File: src/rtl/text_line_composer.sv
// Status-line writer: snapshots vend state and money values, converts the amount
// to BCD, writes a 16-char message into the back buffer, swaps on frame start.
module text_line_composer #(
    parameter int          LINE_LEN   = 16,
    parameter logic [7:0]  SPACE_CHAR = 8'h20,
    parameter logic [7:0]  CENT_CHAR  = 8'h43
) (
    input  logic       clk,
    input  logic       rst_n,
    input  logic [1:0] state,
    input  logic [7:0] total,
    input  logic [7:0] change,
    input  logic [1:0] selected_item,
    input  logic       update_req,
    input  logic       frame_start,
    input  logic [3:0] rd_col,
    output logic [7:0] rd_char,
    output logic       busy,
    output logic       swap_done
);

    localparam logic [1:0] ST_IDLE    = 2'd0;
    localparam logic [1:0] ST_CONVERT = 2'd1;
    localparam logic [1:0] ST_WRITE   = 2'd2;
    localparam logic [1:0] ST_READY   = 2'd3;

    // Fixed text of each message; numeric and item fields are overlaid while writing.
    localparam logic [8*16-1:0] MSG_IDLE    = "INSERT COIN     ";
    localparam logic [8*16-1:0] MSG_COLLECT = "TOTAL:          ";
    localparam logic [8*16-1:0] MSG_CHANGE  = "CHANGE:         ";
    localparam logic [8*16-1:0] MSG_VEND    = "VEND ITEM       ";

    logic [1:0]  fsm_q, fsm_d;
    logic        snap_valid_q;
    logic [1:0]  snap_state_q, snap_item_q;
    logic [7:0]  snap_total_q, snap_change_q;
    logic [7:0]  bin_q, bin_d;
    logic [11:0] bcd_q, bcd_d, bcd_adj;
    logic [2:0]  step_q, step_d;
    logic [3:0]  col_q, col_d;
    logic        sel_q, front_valid_q, swap_done_q;
    logic        trigger;
    logic [7:0]  operand;
    logic [8*16-1:0] tmpl;
    logic [7:0]  wr_char, hund_char, tens_char, ones_char;

    logic [7:0] line0_q [LINE_LEN];
    logic [7:0] line1_q [LINE_LEN];

    assign trigger = (fsm_q == ST_IDLE) &&
                     (update_req || !snap_valid_q ||
                      ({state, total, change, selected_item} !=
                       {snap_state_q, snap_total_q, snap_change_q, snap_item_q}));

    always_comb begin
        operand = 8'd0;
        case (state)
            2'b01:   operand = total;
            2'b10:   operand = change;
            default: operand = 8'd0;
        endcase
    end

    // Double dabble: each BCD digit >= 5 gets +3 before the shift.
    for (genvar gi = 0; gi < 3; gi++) begin : g_add3
        assign bcd_adj[gi*4 +: 4] = (bcd_q[gi*4 +: 4] >= 4'd5) ?
                                    bcd_q[gi*4 +: 4] + 4'd3 : bcd_q[gi*4 +: 4];
    end

    always_comb begin
        fsm_d  = fsm_q;
        bin_d  = bin_q;
        bcd_d  = bcd_q;
        step_d = step_q;
        col_d  = col_q;
        case (fsm_q)
            ST_IDLE: begin
                if (trigger) begin
                    fsm_d  = ST_CONVERT;
                    bin_d  = operand;
                    bcd_d  = 12'd0;
                    step_d = 3'd0;
                end
            end
            ST_CONVERT: begin
                bcd_d  = {bcd_adj[10:0], bin_q[7]};
                bin_d  = {bin_q[6:0], 1'b0};
                step_d = step_q + 3'd1;
                if (step_q == 3'd7) begin
                    fsm_d = ST_WRITE;
                    col_d = 4'd0;
                end
            end
            ST_WRITE: begin
                col_d = col_q + 4'd1;
                if (col_q == 4'd15) begin
                    fsm_d = ST_READY;
                end
            end
            default: begin
                if (frame_start) begin
                    fsm_d = ST_IDLE;
                end
            end
        endcase
    end

    assign hund_char = (bcd_q[11:8] == 4'd0) ? SPACE_CHAR : {4'h3, bcd_q[11:8]};
    assign tens_char = (bcd_q[11:4] == 8'd0) ? SPACE_CHAR : {4'h3, bcd_q[7:4]};
    assign ones_char = {4'h3, bcd_q[3:0]};

    always_comb begin
        case (snap_state_q)
            2'b00:   tmpl = MSG_IDLE;
            2'b01:   tmpl = MSG_COLLECT;
            2'b10:   tmpl = MSG_CHANGE;
            default: tmpl = MSG_VEND;
        endcase
        wr_char = tmpl[{4'd15 - col_q, 3'b000} +: 8];
        case (snap_state_q)
            2'b01: begin
                case (col_q)
                    4'd7:    wr_char = hund_char;
                    4'd8:    wr_char = tens_char;
                    4'd9:    wr_char = ones_char;
                    4'd10:   wr_char = CENT_CHAR;
                    default: ;
                endcase
            end
            2'b10: begin
                case (col_q)
                    4'd8:    wr_char = hund_char;
                    4'd9:    wr_char = tens_char;
                    4'd10:   wr_char = ones_char;
                    4'd11:   wr_char = CENT_CHAR;
                    default: ;
                endcase
            end
            2'b11: begin
                if (col_q == 4'd10) begin
                    wr_char = 8'h31 + {6'd0, snap_item_q};
                end
            end
            default: ;
        endcase
    end

    always_ff @(posedge clk or negedge rst_n) begin
        if (!rst_n) begin
            fsm_q         <= ST_IDLE;
            bin_q         <= 8'd0;
            bcd_q         <= 12'd0;
            step_q        <= 3'd0;
            col_q         <= 4'd0;
            snap_valid_q  <= 1'b0;
            snap_state_q  <= 2'd0;
            snap_total_q  <= 8'd0;
            snap_change_q <= 8'd0;
            snap_item_q   <= 2'd0;
            sel_q         <= 1'b0;
            front_valid_q <= 1'b0;
            swap_done_q   <= 1'b0;
        end else begin
            fsm_q       <= fsm_d;
            bin_q       <= bin_d;
            bcd_q       <= bcd_d;
            step_q      <= step_d;
            col_q       <= col_d;
            swap_done_q <= (fsm_q == ST_READY) && frame_start;
            if (trigger) begin
                snap_valid_q  <= 1'b1;
                snap_state_q  <= state;
                snap_total_q  <= total;
                snap_change_q <= change;
                snap_item_q   <= selected_item;
            end
            if ((fsm_q == ST_READY) && frame_start) begin
                sel_q         <= ~sel_q;
                front_valid_q <= 1'b1;
            end
        end
    end

    // sel_q=0: line0 is front, line1 is back; writes never touch the front.
    always_ff @(posedge clk) begin
        if (fsm_q == ST_WRITE) begin
            if (sel_q) begin
                line0_q[col_q] <= wr_char;
            end else begin
                line1_q[col_q] <= wr_char;
            end
        end
    end

    assign rd_char   = !front_valid_q ? SPACE_CHAR :
                       (sel_q ? line1_q[rd_col] : line0_q[rd_col]);
    assign busy      = (fsm_q != ST_IDLE);
    assign swap_done = swap_done_q;

endmodule

File: config.mk
export PLATFORM = sky130hd
export DESIGN_NAME = text_line_composer
export DESIGN_NICKNAME = d
export VERILOG_FILES = /design/src/rtl/text_line_composer.sv
export SDC_FILE = /design/constraint.sdc
export NUM_CORES = 1
export LEC_CHECK = 0
export CELL_PAD_IN_SITES_DETAIL_PLACEMENT = 1
export CELL_PAD_IN_SITES_GLOBAL_PLACEMENT = 1
export CORE_UTILIZATION = 57
export CTS_CLUSTER_SIZE = 20
export DETAILED_ROUTE_END_ITERATION = 16
export HOLD_SLACK_MARGIN = 0.02
export PLACE_DENSITY_LB_ADDON = 0.08
export SLEW_MARGIN = 20
export SYNTH_ARGS = -nofsm -noshare
export SYNTH_HDL_FRONTEND = slang
export SYNTH_SLANG_ARGS = --single-unit
File: constraint.sdc
create_clock -name clk -period 7.3 [get_ports clk]
set_input_delay 1.46 -clock clk [delete_from_list [all_inputs] [get_ports clk]]
set_output_delay 1.46 -clock clk [all_outputs]
set_load 0.03 [all_outputs]
==> results.yml <==
timing:
  setup_violations: 0
  finalCritPeriodShare_pct: 80.0
  hold_viol: 0
  setup_slack_ns: 1.46
  skew_ns: 0.0186
  worst_slew_pin_slew_ns: 1.12
  maxSlewHeadroom_pct: 24.9
  min_period_ns: 5.84
  fmax_mhz: 171
  rsz0062_at_grt: "false"
  slew_viol_final: 0
  tns_ns: 0
critical_path:
  path_cells: "buf_4, mux4_1, mux4_2, nand2b_1, and3_1, clkdlybuf4s50_1"
  ff2ff_path_depth: 8
  slowest_stage: "buf_4"
  cp.required_ns: 5.84
  r2r_end: "line0_q[14][4]$_DFFE_PP_"
  r2r-start: "col_q[1]$_DFFE_PN0P_"
  cp_max_fo: 48
  crit_arrival_ns: 4.38
  max_stage_delay_ns: 0.69
  r2r_setup_slack_ns: 3.35
  setup.worst_path.class: "in -> out"
  cp-start-kind: "input port"
  endpoint_kind: "output pin"
clock_network:
  cts_max_path_buffers: 3
  cts_tree: "done"
  clock-root-buffer: "clkbuf_16"
  cts_setup_buffers: 0
  clock-sinks: 277
  clk_pin_slew_ns: 0.06
  holdBufCountCts: 0
  cts_resized: 0
  cts_buffers: 28
  clock_latency_ns: 0.54
  cts-htree-levels: 1
power_and_ir_drop:
  switchingPower_mw: 2.01
  p_per_area_nw_per_um2: 400
  irDropWorstVdd_v: 0.000262
  seqPwrFrac_pct: 42.5
  combPwrFrac_pct: 33.3
  power.internal_mw: 3.78
  finalPower_mw: 5.79
  clkPwrFrac_pct: 24.1
  p_leak_nw: 5.11
  swShare_pct: 34.8
finish:
  fin_util_pct: 65.6
  instances_no_fill: 1170
  finalNetCount: 926
  layout-drive-gt1-share_pct: 17.4
  num_antenna_cells: 0
  area_delta_synth_final_pct: 11.5
place:
  place_congestion: 0.862
  dp_cells: 1121
  portBuffers: 36
  post-place-ws_ns: 1.48
  hpwl_mm: 21.3
floorplan:
  dieArea_sq_um: 23400
  rows: 54
  pin_count: 38
  die_w_microns: 153
  start_util_pct: 58.8
  placeableCoreArea_sq_um: 22100
  die_h_microns: 153
synth:
  seq_area_frac_synth_pct: 62.0
  synth_edf_count: 224
  syn_inst: 849
  synth_flop_cell: "edfxtp_1"
  ys_types: 64
  yosys_warnings: 0
  synth_top_cell_by_area: "edfxtp_1"
  async_flop_share_pct: 19.1
  ys_seq_elements: 277
  avgSynthCellArea_sq_um: 15.3
  syn-cell-area_sq_um: 13000
  yosysTopAreaCellShare_pct: 51.8
  yosysMostFrequentCell: "edfxtp_1"
  synth_nets: 904
  ys_top_cells_by_area: "edfxtp_1 (52%), dfrtp_1 (10%), mux4_2 (9.0%), mux4_1 (2.8%), mux2_2 (2.7%)"
  yosys-top-cells-count: "edfxtp_1 (224), dfrtp_1 (53), mux4_2 (52)"
routing:
  drt-total-wl_mm: 32.7
  avgRoutedWirePerCell_microns: 27.9
  drtIter0Drc: 540
  num_vias: 7685
  drc: 0
  ant_nets: 0
  first_pass_iters: 5
  vias_per_cell: 6.57
global_route:
  overflow: 0
  grt_pass1_wl_mm: 50.2
  antenna_found_initial: 0
  grt_max_degree: 54
  grt_pass1_vias: 8279
  track_usage_pct: 28.8
hold_path:
  hold_end: "snap_valid_q$_DFFE_PN0P_"
  min_path_type: "reg -> reg"
  hold_start: "snap_valid_q$_DFFE_PN0P_"
  hold_path_depth: 1
outcome:
  outcome: "completed"
flow_run:
  drv_cap: 0
stage by stage:
stage	instance area, sq um	hold WS (ns)
finish	14500	0.493
global route	14500	0.526
CTS	14500	0.504
detailed placement	13600	0.485
global placement	13600	0.462
floorplan	13000	0.425
power groups by stage:
stage                     Combinational [mW]  Clock, mW  Sequential [mW]
final                                   1.93       1.40             2.46
after global routing                    2.07       1.46             2.48
after CTS                               1.91       1.41             2.47
after detailed placement                1.90          0             2.50
after global placement                  1.77          0             2.48
after floorplan                         1.25          0             2.43
layer usage:
layer	vias to the layer above	wire [microns]	track usage, %	share of wire [%]
li1	3375	-	-	-
met1	4000	13300	37.3	41
met2	253	17200	51.8	53
met3	57	1460	3.37	4.5
met4	0	703	7.41	2.2
met5	-	0	0	0
cells by family (layout without fill, tap and decap cells):
family / count (synthesis) / count (layout) / share of synthesized area (%)
other: 1 / 1 / 0.0289
xor gates and xnor gates: 25 / 25 / 1.68
muxes: 125 / 125 / 16.7
buffers and inverters: 81 / 122 / 2.86
AOI/OAI and AO/OA: 136 / 136 / 7.23
DFF: 277 / 277 / 62.0
and+or+nand+nor: 177 / 177 / 6.94
adders and majority gates: 27 / 27 / 2.60
final cells by class:
cell class                 count  area [sq um]
clock buffer                  38           812
clock inverter                11          92.6
fill                        1991          7600
inverter                      26          97.6
multi-input combinational    491          4650
sequential                   277          8050
tap                          280           350
timing repair buffer          47           430
worst max-delay path by stage:
stage / to / slack, ns / from
after global placement: rd_char[4] / 1.52 / rd_col[0]
after global routing: rd_char[5] / 1.32 / rd_col[2]
after detailed placement: rd_char[4] / 1.48 / rd_col[0]
final: rd_char[4] / 1.46 / rd_col[0]
after CTS: rd_char[4] / 1.45 / rd_col[0]
after floorplan: rd_char[5] / 2.69 / rd_col[0]
layout by cell type, fill, tap and decap left out, types with 4 or more instances in the layout:
| master | instances |
|---|---|
| clkbuf_16 | 31 |
| and2_1 | 5 |
| a22oi_1 | 18 |
| o21ai_0 | 32 |
| clkdlybuf4s50_1 | 33 |
| nor2_1 | 42 |
| ha_1 | 27 |
| a31oi_1 | 7 |
| a21oi_1 | 15 |
| a211o_1 | 4 |
| nand3_1 | 14 |
| nand2_1 | 35 |
| mux4_2 | 52 |
| dfrtp_1 | 53 |
| mux4_1 | 14 |
| nand2b_1 | 13 |
| clkinv_2 | 4 |
| edfxtp_1 | 224 |
| o211ai_1 | 10 |
| a221o_1 | 4 |
| mux2i_1 | 28 |
| xnor2_1 | 5 |
| mux2_2 | 31 |
| a32oi_1 | 4 |
| and3_1 | 24 |
| nor4_1 | 4 |
| nor3_1 | 11 |
| xor2_1 | 20 |
| inv_1 | 25 |
| nor2b_1 | 12 |
| clkbuf_1 | 6 |
| buf_4 | 12 |
registers in the layout, indices dropped and copies added (netlist names):
name	flops
line0_q	112
line1_q	112
bcd_q	12
bin_q	8
snap_change_q	8
snap_total_q	8
col_q	4
step_q	3
fsm_q	2
snap_item_q	2
snap_state_q	2
front_valid_q	1
sel_q	1
snap_valid_q	1
swap_done	1
critical path: cells and delay by family:
kind | cells | cell delay, ns
muxes | 2 | 1.16
and+or+nand+nor | 2 | 0.45
buffers and inverters | 2 | 1.28
(Power assumes the default switching activity.)
==> edit (same flow settings) <==
Remove the register `swap_done_q`: a continuous assignment takes its place, so the output `swap_done` follows one clock earlier.
--- a/src/rtl/text_line_composer.sv
+++ b/src/rtl/text_line_composer.sv
@@ -159,14 +159,12 @@
             snap_item_q   <= 2'd0;
             sel_q         <= 1'b0;
             front_valid_q <= 1'b0;
-            swap_done_q   <= 1'b0;
         end else begin
             fsm_q       <= fsm_d;
             bin_q       <= bin_d;
             bcd_q       <= bcd_d;
             step_q      <= step_d;
             col_q       <= col_d;
-            swap_done_q <= (fsm_q == ST_READY) && frame_start;
             if (trigger) begin
                 snap_valid_q  <= 1'b1;
                 snap_state_q  <= state;
@@ -180,6 +178,8 @@
             end
         end
     end
+
+    assign swap_done_q = (fsm_q == ST_READY) && frame_start;
 
     // sel_q=0: line0 is front, line1 is back; writes never touch the front.
     always_ff @(posedge clk) begin
Check against the original RTL: no difference found for any inputs over 10 cycles, from zero or initial values and one cycle with rst_n low; that may be too few to reach the edited logic, so the function may still have changed.
==> edit against the unedited design <==
Power grew 2.7%; cell area increased by 0.59%; non-clock buffer count increased by 3; setup slack better by 0.089 ns; synthesized cell count down 0.12%; utilization is 0.39 points higher; cell count rose by 0.43%; register-to-register slack got worse by 0.16 ns; fmax rose by 1.6%; first-iteration DRC count increased by 0.74%; sequential cell count decreased by 1; critical path type unchanged; via count rose by 1.4%; routed wire length fell by 1.0%; largest cell class unchanged; area after synthesis fell by 0.19%.
==> edit: results (changes against the unedited design) <==
mean post-synth cell area 15.3 µm² (about the same); Crit Reg-Reg Startpoint col_q[0] (was col_q[1]); Global Route met3 Usage 0.0374 (was 0.0337); worst r2r path cells 7 (was 8); DR vias/cell 6.63 (was 6.57); status completed (unchanged); Slew HR 0.332 (was 0.249); switching pwr 2.06 mW (was 2.01 mW); synth top area cells edfxtp_1, dfrtp_1, mux4_2 (unchanged); gpl congestion 0.860 (was 0.862); P_comb 2.03 mW (was 1.93 mW); Commonest cells post-synth edfxtp_1, dfrtp_1, mux4_2 (unchanged); Clk pwr share 0.247 (was 0.241); first-pass GRT wire length 49500 µm (was 50200 µm); detailed placement HPWL 21200 µm (was 21300 µm); post-synth net total 903 (was 904); reg2reg end line1_q[8][4] (was line0_q[14][4]); final hold slack 0.493 ns (about the same); worst-path fanout max 45 (was 48); vias in the first global route 8465 (was 8279); met1 Usage GRT 0.354 (was 0.373); Fin Clk Skew 0.0129 ns (was 0.0186 ns); fraction of registers with async set/reset 0.188 (was 0.191); final wirelength 32300 µm (was 32700 µm); arrival time worst endpoint 4.29 ns (was 4.38 ns)
-- edit: changes by cell type after synthesis --
cell,before,now
dfrtp_1,53,52
-- edit: critical path, cell delays in order --
cell,delay [ns]
buf_4,0.65
buf_4,0.38
mux4_1,0.58
mux2i_1,0.18
a22oi_1,0.13
and3_1,0.25
clkdlybuf4s50_1,0.61
-- edit: worst max-delay path by stage --
stage	start	end	slack (ns)	cells past startpoint
floorplan	rd_col[0]	rd_char[5]	2.69	7
global placement	rd_col[0]	rd_char[4]	1.56	6
detailed placement	rd_col[0]	rd_char[4]	1.50	6
CTS	rd_col[0]	rd_char[1]	1.48	7
global route	rd_col[0]	rd_char[1]	1.32	7
finish	rd_col[0]	rd_char[1]	1.55	7
-- edit: cell families (layout without fill, tap and decap cells) --
group,after synthesis,in the layout,share of synthesized area
xor+xnor,25,25,0.0169
flops,276,276,0.619
mux,125,125,0.167
simple gates,177,177,0.0696
compound gates,136,136,0.0724
fa+ha+maj,27,27,0.0260
buf+inv,81,128,0.0287
other cells,1,1,0.000289
-- edit: final cells by class --
cell class              count  area, µm²
flip-flops and latches    276       8030
fillers                  1955       7520
multi-input cells         491       4660
clock buffers              34        733
repair buffers             50        488
well taps                 280        350
clock inverters            18        216
inverters                  26       97.6
-- edit: metal layers --
| layer | part of all wire | wire length (µm) | up-vias |
|---|---|---|---|
| met3 | 0.044 | 1420 | 65 |
| li1 | - | - | 3373 |
| met2 | 0.52 | 17000 | 221 |
| met5 | 0 | 0 | - |
| met4 | 0.030 | 982 | 0 |
| met1 | 0.40 | 13000 | 4131 |
-- edit: metrics by stage --
stage               setup slack, ns  instances
CTS                            1.48       1173
finish                         1.55       1175
floorplan                      2.69        848
detailed placement             1.50       1121
global placement               1.56       1119
global route                   1.32       1175
